[config.mk]
export PLATFORM = sky130hd
export DESIGN_NAME = multicycle_core_flat
export DESIGN_NICKNAME = d
export VERILOG_FILES = /design/src/rtl/multicycle_core_if.sv /design/src/rtl/multicycle_core.sv /design/src/flat_wrapper.sv
export SDC_FILE = /design/constraint.sdc
export NUM_CORES = 2
export LEC_CHECK = 0
export CORE_ASPECT_RATIO = 1.75
export CORE_MARGIN = 8
export CORE_UTILIZATION = 55
export DETAILED_ROUTE_END_ITERATION = 6
export GPL_TIMING_DRIVEN = 0
export PLACE_DENSITY = 0.74
export SLEW_MARGIN = 20
export SYNTH_ARGS = -nofsm -noshare
export SYNTH_HDL_FRONTEND = slang
export SYNTH_SLANG_ARGS = --single-unit
[constraint.sdc]
create_clock -name clk -period 13.7 [get_ports clk]
set_input_delay 1.37 -clock clk [delete_from_list [all_inputs] [get_ports clk]]
set_output_delay 1.37 -clock clk [all_outputs]
set_load 0.01 [all_outputs]
[src/rtl/multicycle_core_if.sv]
// Instruction-memory fetch channel between multicycle_core (master) and the
// memory or harness that answers its requests (slave).
interface multicycle_core_if #(
  parameter int unsigned ADDR_WIDTH = 32
);
  logic                  imem_req;
  logic [ADDR_WIDTH-1:0] imem_addr;
  logic                  imem_valid;
  logic [31:0]           imem_rdata;

  modport master (
    output imem_req,
    output imem_addr,
    input  imem_valid,
    input  imem_rdata
  );

  modport slave (
    input  imem_req,
    input  imem_addr,
    output imem_valid,
    output imem_rdata
  );
endinterface

[src/rtl/multicycle_core.sv]
// Multi-cycle RV32I subset core (ADD, SUB, ADDI, BEQ, BNE, EBREAK).
// The FSM sequences FETCH/DECODE/EXECUTE/WRITEBACK and latches halt causes.
module multicycle_core #(
  parameter int unsigned          ADDR_WIDTH    = 32,
  parameter logic [ADDR_WIDTH-1:0] RESET_PC     = '0,
  parameter int unsigned          FETCH_TIMEOUT = 16
) (
  input  logic                clk,
  input  logic                rst,
  multicycle_core_if.master   imem,
  output logic [31:0]         a0,
  output logic                retire,
  output logic                halted,
  output logic [1:0]          fault
);

  localparam int unsigned WAIT_W = (FETCH_TIMEOUT > 1) ? $clog2(FETCH_TIMEOUT + 1) : 1;
  localparam logic [31:0] EBREAK_WORD = 32'h0010_0073;

  typedef enum logic [2:0] {
    FETCH,
    DECODE,
    EXECUTE,
    WRITEBACK,
    HALT
  } state_e;

  typedef enum logic [2:0] {
    OP_ADD,
    OP_SUB,
    OP_ADDI,
    OP_BEQ,
    OP_BNE,
    OP_EBREAK,
    OP_ILLEGAL
  } op_e;

  typedef enum logic [1:0] {
    FAULT_NONE    = 2'd0,
    FAULT_ILLEGAL = 2'd1,
    FAULT_TIMEOUT = 2'd2,
    FAULT_MISALIGN = 2'd3
  } fault_e;

  state_e                state_q, state_d;
  fault_e                fault_q, fault_d;
  logic [ADDR_WIDTH-1:0] pc_q;
  logic [31:0]           instr_q;
  logic [WAIT_W-1:0]     wait_q;
  logic [31:0]           regs [32];
  op_e                   op_q;
  logic [31:0]           rs1_val_q, rs2_val_q, imm_q, result_q;
  logic                  taken_q;
  logic [ADDR_WIDTH-1:0] target_q;

  logic [6:0]  opcode, funct7;
  logic [2:0]  funct3;
  logic [4:0]  rd, rs1, rs2;
  logic [31:0] imm_i, imm_b, dec_imm;
  op_e         dec_op;

  logic                  exe_eq, exe_taken;
  logic [ADDR_WIDTH-1:0] exe_target;
  logic [31:0]           exe_result;
  logic                  fetch_timeout;

  assign opcode = instr_q[6:0];
  assign rd     = instr_q[11:7];
  assign funct3 = instr_q[14:12];
  assign rs1    = instr_q[19:15];
  assign rs2    = instr_q[24:20];
  assign funct7 = instr_q[31:25];

  assign imm_i = {{20{instr_q[31]}}, instr_q[31:20]};
  assign imm_b = {{19{instr_q[31]}}, instr_q[31], instr_q[7], instr_q[30:25],
                  instr_q[11:8], 1'b0};

  always_comb begin
    dec_op  = OP_ILLEGAL;
    dec_imm = imm_i;
    if (instr_q == EBREAK_WORD) begin
      dec_op = OP_EBREAK;
    end else begin
      unique case (opcode)
        7'b0110011: begin
          if (funct3 == 3'b000 && funct7 == 7'b0000000) dec_op = OP_ADD;
          else if (funct3 == 3'b000 && funct7 == 7'b0100000) dec_op = OP_SUB;
        end
        7'b0010011: begin
          if (funct3 == 3'b000) dec_op = OP_ADDI;
        end
        7'b1100011: begin
          dec_imm = imm_b;
          if (funct3 == 3'b000) dec_op = OP_BEQ;
          else if (funct3 == 3'b001) dec_op = OP_BNE;
        end
        default: dec_op = OP_ILLEGAL;
      endcase
    end
  end

  assign exe_eq     = (rs1_val_q == rs2_val_q);
  assign exe_taken  = ((op_q == OP_BEQ) && exe_eq) || ((op_q == OP_BNE) && !exe_eq);
  assign exe_target = pc_q + ADDR_WIDTH'(signed'(imm_q));

  always_comb begin
    exe_result = rs1_val_q + rs2_val_q;
    if (op_q == OP_SUB) exe_result = rs1_val_q - rs2_val_q;
    else if (op_q == OP_ADDI) exe_result = rs1_val_q + imm_q;
  end

  // The Nth consecutive empty FETCH cycle sees wait_q == N-1; valid in that cycle still wins.
  assign fetch_timeout = (FETCH_TIMEOUT != 0) &&
                         (wait_q == WAIT_W'(FETCH_TIMEOUT - 1));

  always_comb begin
    state_d  = state_q;
    fault_d  = fault_q;
    imem.imem_req = 1'b0;
    retire   = 1'b0;
    halted   = 1'b0;
    unique case (state_q)
      FETCH: begin
        imem.imem_req = 1'b1;
        if (imem.imem_valid) begin
          state_d = DECODE;
        end else if (fetch_timeout) begin
          state_d = HALT;
          fault_d = FAULT_TIMEOUT;
        end
      end
      DECODE: begin
        if (dec_op == OP_ILLEGAL) begin
          state_d = HALT;
          fault_d = FAULT_ILLEGAL;
        end else if (dec_op == OP_EBREAK) begin
          state_d = HALT;
          fault_d = FAULT_NONE;
        end else begin
          state_d = EXECUTE;
        end
      end
      EXECUTE: begin
        if (exe_taken && exe_target[1]) begin
          state_d = HALT;
          fault_d = FAULT_MISALIGN;
        end else begin
          state_d = WRITEBACK;
        end
      end
      WRITEBACK: begin
        retire  = 1'b1;
        state_d = FETCH;
      end
      HALT: begin
        halted = 1'b1;
      end
      default: state_d = FETCH;
    endcase
  end

  always_ff @(posedge clk) begin
    if (rst) begin
      state_q <= FETCH;
      fault_q <= FAULT_NONE;
    end else begin
      state_q <= state_d;
      fault_q <= fault_d;
    end
  end

  always_ff @(posedge clk) begin
    if (rst) begin
      pc_q      <= RESET_PC;
      instr_q   <= '0;
      wait_q    <= '0;
      op_q      <= OP_ILLEGAL;
      rs1_val_q <= '0;
      rs2_val_q <= '0;
      imm_q     <= '0;
      result_q  <= '0;
      taken_q   <= 1'b0;
      target_q  <= '0;
      for (int unsigned i = 0; i < 32; i++) regs[i] <= '0;
    end else begin
      unique case (state_q)
        FETCH: begin
          if (imem.imem_valid) begin
            instr_q <= imem.imem_rdata;
            wait_q  <= '0;
          end else begin
            wait_q <= wait_q + WAIT_W'(1);
          end
        end
        DECODE: begin
          rs1_val_q <= regs[rs1];
          rs2_val_q <= regs[rs2];
          imm_q     <= dec_imm;
          op_q      <= dec_op;
        end
        EXECUTE: begin
          result_q <= exe_result;
          taken_q  <= exe_taken;
          target_q <= exe_target;
        end
        WRITEBACK: begin
          // x0 is never written, so reads of regs[0] stay zero without a mux.
          if ((op_q == OP_ADD || op_q == OP_SUB || op_q == OP_ADDI) && rd != 5'd0)
            regs[rd] <= result_q;
          pc_q <= taken_q ? target_q : pc_q + ADDR_WIDTH'(4);
        end
        default: ;
      endcase
    end
  end

  assign imem.imem_addr = pc_q;
  assign a0             = regs[10];
  assign fault          = fault_q;

endmodule

[src/flat_wrapper.sv]
// flat-port wrapper written by rule: the top's interface ports become plain ports
module multicycle_core_flat 
#(
  parameter int unsigned          ADDR_WIDTH    = 32,
  parameter logic [ADDR_WIDTH-1:0] RESET_PC     = '0,
  parameter int unsigned          FETCH_TIMEOUT = 16
)
  (clk, rst, a0, retire, halted, fault, imem_imem_req, imem_imem_addr, imem_imem_valid, imem_imem_rdata);
  multicycle_core_if #(.ADDR_WIDTH(ADDR_WIDTH)) imem_i ();
  input  logic clk;
  input  logic rst;
  output logic [31:0] a0;
  output logic retire;
  output logic halted;
  output logic [1:0] fault;
  output wire logic [$bits(imem_i.imem_req)-1:0] imem_imem_req;
  output wire logic [$bits(imem_i.imem_addr)-1:0] imem_imem_addr;
  input wire logic [$bits(imem_i.imem_valid)-1:0] imem_imem_valid;
  input wire logic [$bits(imem_i.imem_rdata)-1:0] imem_imem_rdata;
  assign imem_imem_req = imem_i.imem_req;
  assign imem_imem_addr = imem_i.imem_addr;
  assign imem_i.imem_valid = imem_imem_valid;
  assign imem_i.imem_rdata = imem_imem_rdata;
  multicycle_core #(.ADDR_WIDTH(ADDR_WIDTH), .RESET_PC(RESET_PC), .FETCH_TIMEOUT(FETCH_TIMEOUT)) u_core (.clk(clk), .rst(rst), .imem(imem_i), .a0(a0), .retire(retire), .halted(halted), .fault(fault));
endmodule
==> summary.md <==
Setup violations remaining at the end of the flow were counted as 0. Of the cells placed in the final design, the portion with a size suffix greater than 1 is 19.5%. Number of flops mapped to enable cells by yosys: 1,024. The start point of the critical path was u_core.state_q[0]$_SDFFE_PP0P_. Subtracting the final worst setup slack from the clock period gives 5730 ps. The tools report the clock tree root buffer cell as clkbuf_16.

Counting tap cells, the placed design contains a total of 6,778 instances. Net switching is 27.0% of the power. The data arrival time of the critical path came out at 4360 ps. Number of antenna violations at the first check in global routing: 30. IR analysis of the VDD net gives a maximum drop of 0.121 mV. Number of cells on the worst reg-to-reg path: 17.

For the placeable core region, the log shows 122,000 um^2. The dominant register cell in the synthesized netlist is edfxtp_1. Row generation in the floorplan step produced 170 rows.

In the routed design, unresolved DRC markers number 2. The synthesis-to-layout area growth is 12.8%. The worst setup path is launched from a register. After clock tree synthesis, the clock-pin slew on the worst setup and hold paths is 70 ps. In the finished design, the share of the clock period the worst path needs comes to 41.8%.

The worst hold path begins at u_core.target_q[26]$_SDFFE_PP0N_. The number of gates resized after CTS was 0. In this run the number of H-tree levels came out at 3. After detailed routing, the wire length on met1 is 70,100 um. The total length of routed wires was 254,000 um. Global routing used 37.9% of the available tracks across all layers. For this block, the initial DRC count from the detailed router was 6,861. For this design the total switching power over the nets is 2.40 mW. The static leakage was 26.5 nW; the number of placed I/O pins was 104. After detailed routing, the number of vias per cell comes to 7.02. The register bit count reported by yosys was 1,243. The fraction of synthesis flops using an asynchronous set or reset pin is 0%. The average cell area after synthesis is 13.6 um^2.

Counting along the longest clock path gives a buffer depth of 3. The number of library cell types mapped by synthesis is 86. After legalization and detailed placement, the total HPWL measured 194,000 um. Once detail routing completed, the nets flagged for antenna violations numbered 0. The worst pin sits at a relative slew slack of 9.76%.

Final hold analysis gives a worst-case slack of 455 ps. Setup repair after global routing left no endpoint under its margin. The worst hold path belongs to the class reg -> reg.

The startpoint identified for the worst register-to-register timing path is u_core.op_q[1]$_SDFFE_PP1N_. The critical path is of the reg -> out type. Via count of the first global-routing pass: 49,674. Power spread over the standard cell area amounts to 117 nW/um^2. The run gives 356,000 um as the global-route wire length before repair. The initial cell density of the core was 55.3%.

Sequential elements use 51.9% of the synthesized area. The first TritonRoute pass finished after 7 iterations. The endpoint of the worst setup timing path was retire. At the end of routability-driven placement, the weighted congestion stood at 1.12. The internal power of the cells totals 6.49 mW.

The peak clock frequency supported by timing was 0.174 GHz. Setup slack of the critical path after layout: 7970 ps. Entering global routing, the biggest net connects 23 pins. The run finished, with violations left. The part of the total power dissipated in combinational logic is 15.1%. Counting the fill cells in the layout gives 9,034.

Before CTS, the worst setup slack after placement is 8120 ps. The worst-case register-to-register setup slack is 8230 ps, and the TritonCTS sink count is 1,243. Measured along the y axis, the die boundary spans 480 um. The tools report the count of final max-slew check failures as 0. TritonCTS built the clock tree. For the area of the die, the log shows 135,000 um^2. The clock network accounts for 36.4% of the total power. After detailed routing, the average wire length per cell comes to 36.2 um. The final layout contains 5,397 nets.

The Yosys step of the flow raised 0 warnings. The tools report the reg-to-reg critical path endpoint as u_core.result_q[30]$_SDFFE_PP0N_. The maximum net fanout on the critical path was 10. For the pin with the worst max-slew slack, the measured transition is 1350 ps. The post-synthesis instance area came out at 67,600 um^2.

The required time at the endpoint of the critical path came out at 12,330 ps. The clock tree skew after final layout is 40.8 ps, and the routed via count is 49,198. The clock reaches the later pin of the worst-skew pair after 800 ps. The number of maximum-capacitance constraint violations was 0; the total setup buffers inserted after CTS was 0.

The total congestion overflow after global routing is 0. Wire segments on met2 add up to 122,000 um in the final route. For the total negative slack for setup checks, the log shows 0 ps. The number of buffers inserted by port buffering came out at 102. The cell count after synthesis came out at 4,964. The checks that failed: design-rule violations.

In this run, flip-flops and latches consume 48.5% of the power. The worst setup path is captured at an output pin. Wire segments on met3 add up to 30,500 um in the final route. The run gives 7,013 as the number of cells in the finished layout apart from fillers. For the number of endpoints with negative hold slack in the final report, the log shows 0.

In this run, CTS created clock tree buffers numbering 108. The die boundary width is 281 um, and the number of hold buffers added after CTS is 0. The highest metal layer carrying signal wires in the routed design is met5.
## how the worst min path moves through the flow
stage / endpoint / slack [ps] / depth (start not counted)
floorplan: u_core.target_q[3]$_SDFFE_PP0N_ / 430 / 2
detailed placement: u_core.target_q[20]$_SDFFE_PP0N_ / 450 / 2
finish: u_core.target_q[26]$_SDFFE_PP0N_ / 460 / 2
CTS: u_core.target_q[24]$_SDFFE_PP0N_ / 460 / 2
global route: u_core.target_q[28]$_SDFFE_PP0N_ / 470 / 2
global placement: u_core.target_q[24]$_SDFFE_PP0N_ / 440 / 2
## worst max-delay path, stage by stage, from the launching register on
cell             delay (ps)
dfxtp_1                 310
clkbuf_1                270
nand3b_1                630
clkinv_1                510
clkbuf_1                550
buf_1                   630
clkdlybuf4s50_1         670
## final cells by class
type	count	area, um^2	area share [%]
tap	1634	2040	2.68
timing repair buffer	158	2400	3.15
antenna	29	72.6	0.0951
sequential	1243	35100	46.0
buffer	463	1860	2.43
clock buffer	131	2860	3.75
clock inverter	66	742	0.972
multi-input combinational	3228	31000	40.6
inverter	61	229	0.300
## flip-flops by register name, summed over array words and instances (netlist names), 3 cells and up
register and cells:
u_core.regs 1024, u_core.state_q 3, u_core.op_q 3, u_core.rs1_val_q 32, u_core.result_q 32, u_core.imem.imem_addr 32
u_core.rs2_val_q 32, u_core.imm_q 13, u_core.wait_q 5, u_core.target_q 32, u_core.instr_q 32
## cell families after synthesis
family / synth area share, %
AND/OR/NAND/NOR: 13.8
flip-flops: 51.9
multiplexers: 22.7
AO/OA/AOI/OAI: 5.70
buffers and inverters: 3.01
adder cells (fa/ha/maj): 1.86
XOR/XNOR: 0.984
other: 0.00554
## synth_stat cells (43+ instances only)
cell type  instances  area share, %
edfxtp_1        1024             45
nor3_1            75           0.56
a21oi_1          195            1.4
mux4_2           640             21
nor2_1           244            1.4
a21o_1            57           0.63
clkbuf_1         374            2.1
and2_1           971            9.0
xnor2_1           43           0.56
nand2_1          240            1.3
inv_1             59           0.33
o21ai_0          105           0.78
a211oi_1          91            1.0
mux2i_1           72            1.1
ha_1              96            1.8
dfxtp_1          219            6.5
buf_2             54           0.40
## cell usage in the layout, fill, tap and decap left out, types with 42 or more instances in the layout
cell and instances:
a211oi_1 91, a21o_1 57, a21oi_1 194, and2_1 971, buf_16 45, buf_2 66
clkbuf_1 363, clkbuf_16 110, clkdlybuf4s50_1 102, dfxtp_1 219, edfxtp_1 1024, ha_1 96
inv_1 59, mux2i_1 72, mux4_2 640, nand2_1 240, nand3_1 42, nor2_1 234
nor3_1 75, o21ai_0 73, xnor2_1 43
## power by group through the flow
stage / logic (mW) / registers (mW) / clock network (mW)
finish: 1.35 / 4.32 / 3.23
CTS: 1.29 / 4.31 / 3.20
floorplan: 0.794 / 4.36 / 0
global route: 1.37 / 4.32 / 3.33
global placement: 1.21 / 4.40 / 0
detailed placement: 1.28 / 4.39 / 0
## metrics by stage
step	total power, mW	instance area, um^2	utilization [%]
after floorplan	5.15	67700	-
after global placement	5.61	70800	57.9
after detailed placement	5.67	72500	59.2
after CTS	8.80	76100	62.2
after global routing	9.03	76300	62.3
final	8.90	76300	62.4
## per-layer routing
| metal | GRT usage, % | up-vias |
|---|---|---|
| met5 | 1.50 | - |
| met4 | 36.0 | 10 |
| met3 | 13.8 | 1489 |
| met2 | 61.8 | 4210 |
| met1 | 36.6 | 24031 |
| li1 | - | 19458 |
Note: power is estimated with default switching activity, not from simulation.
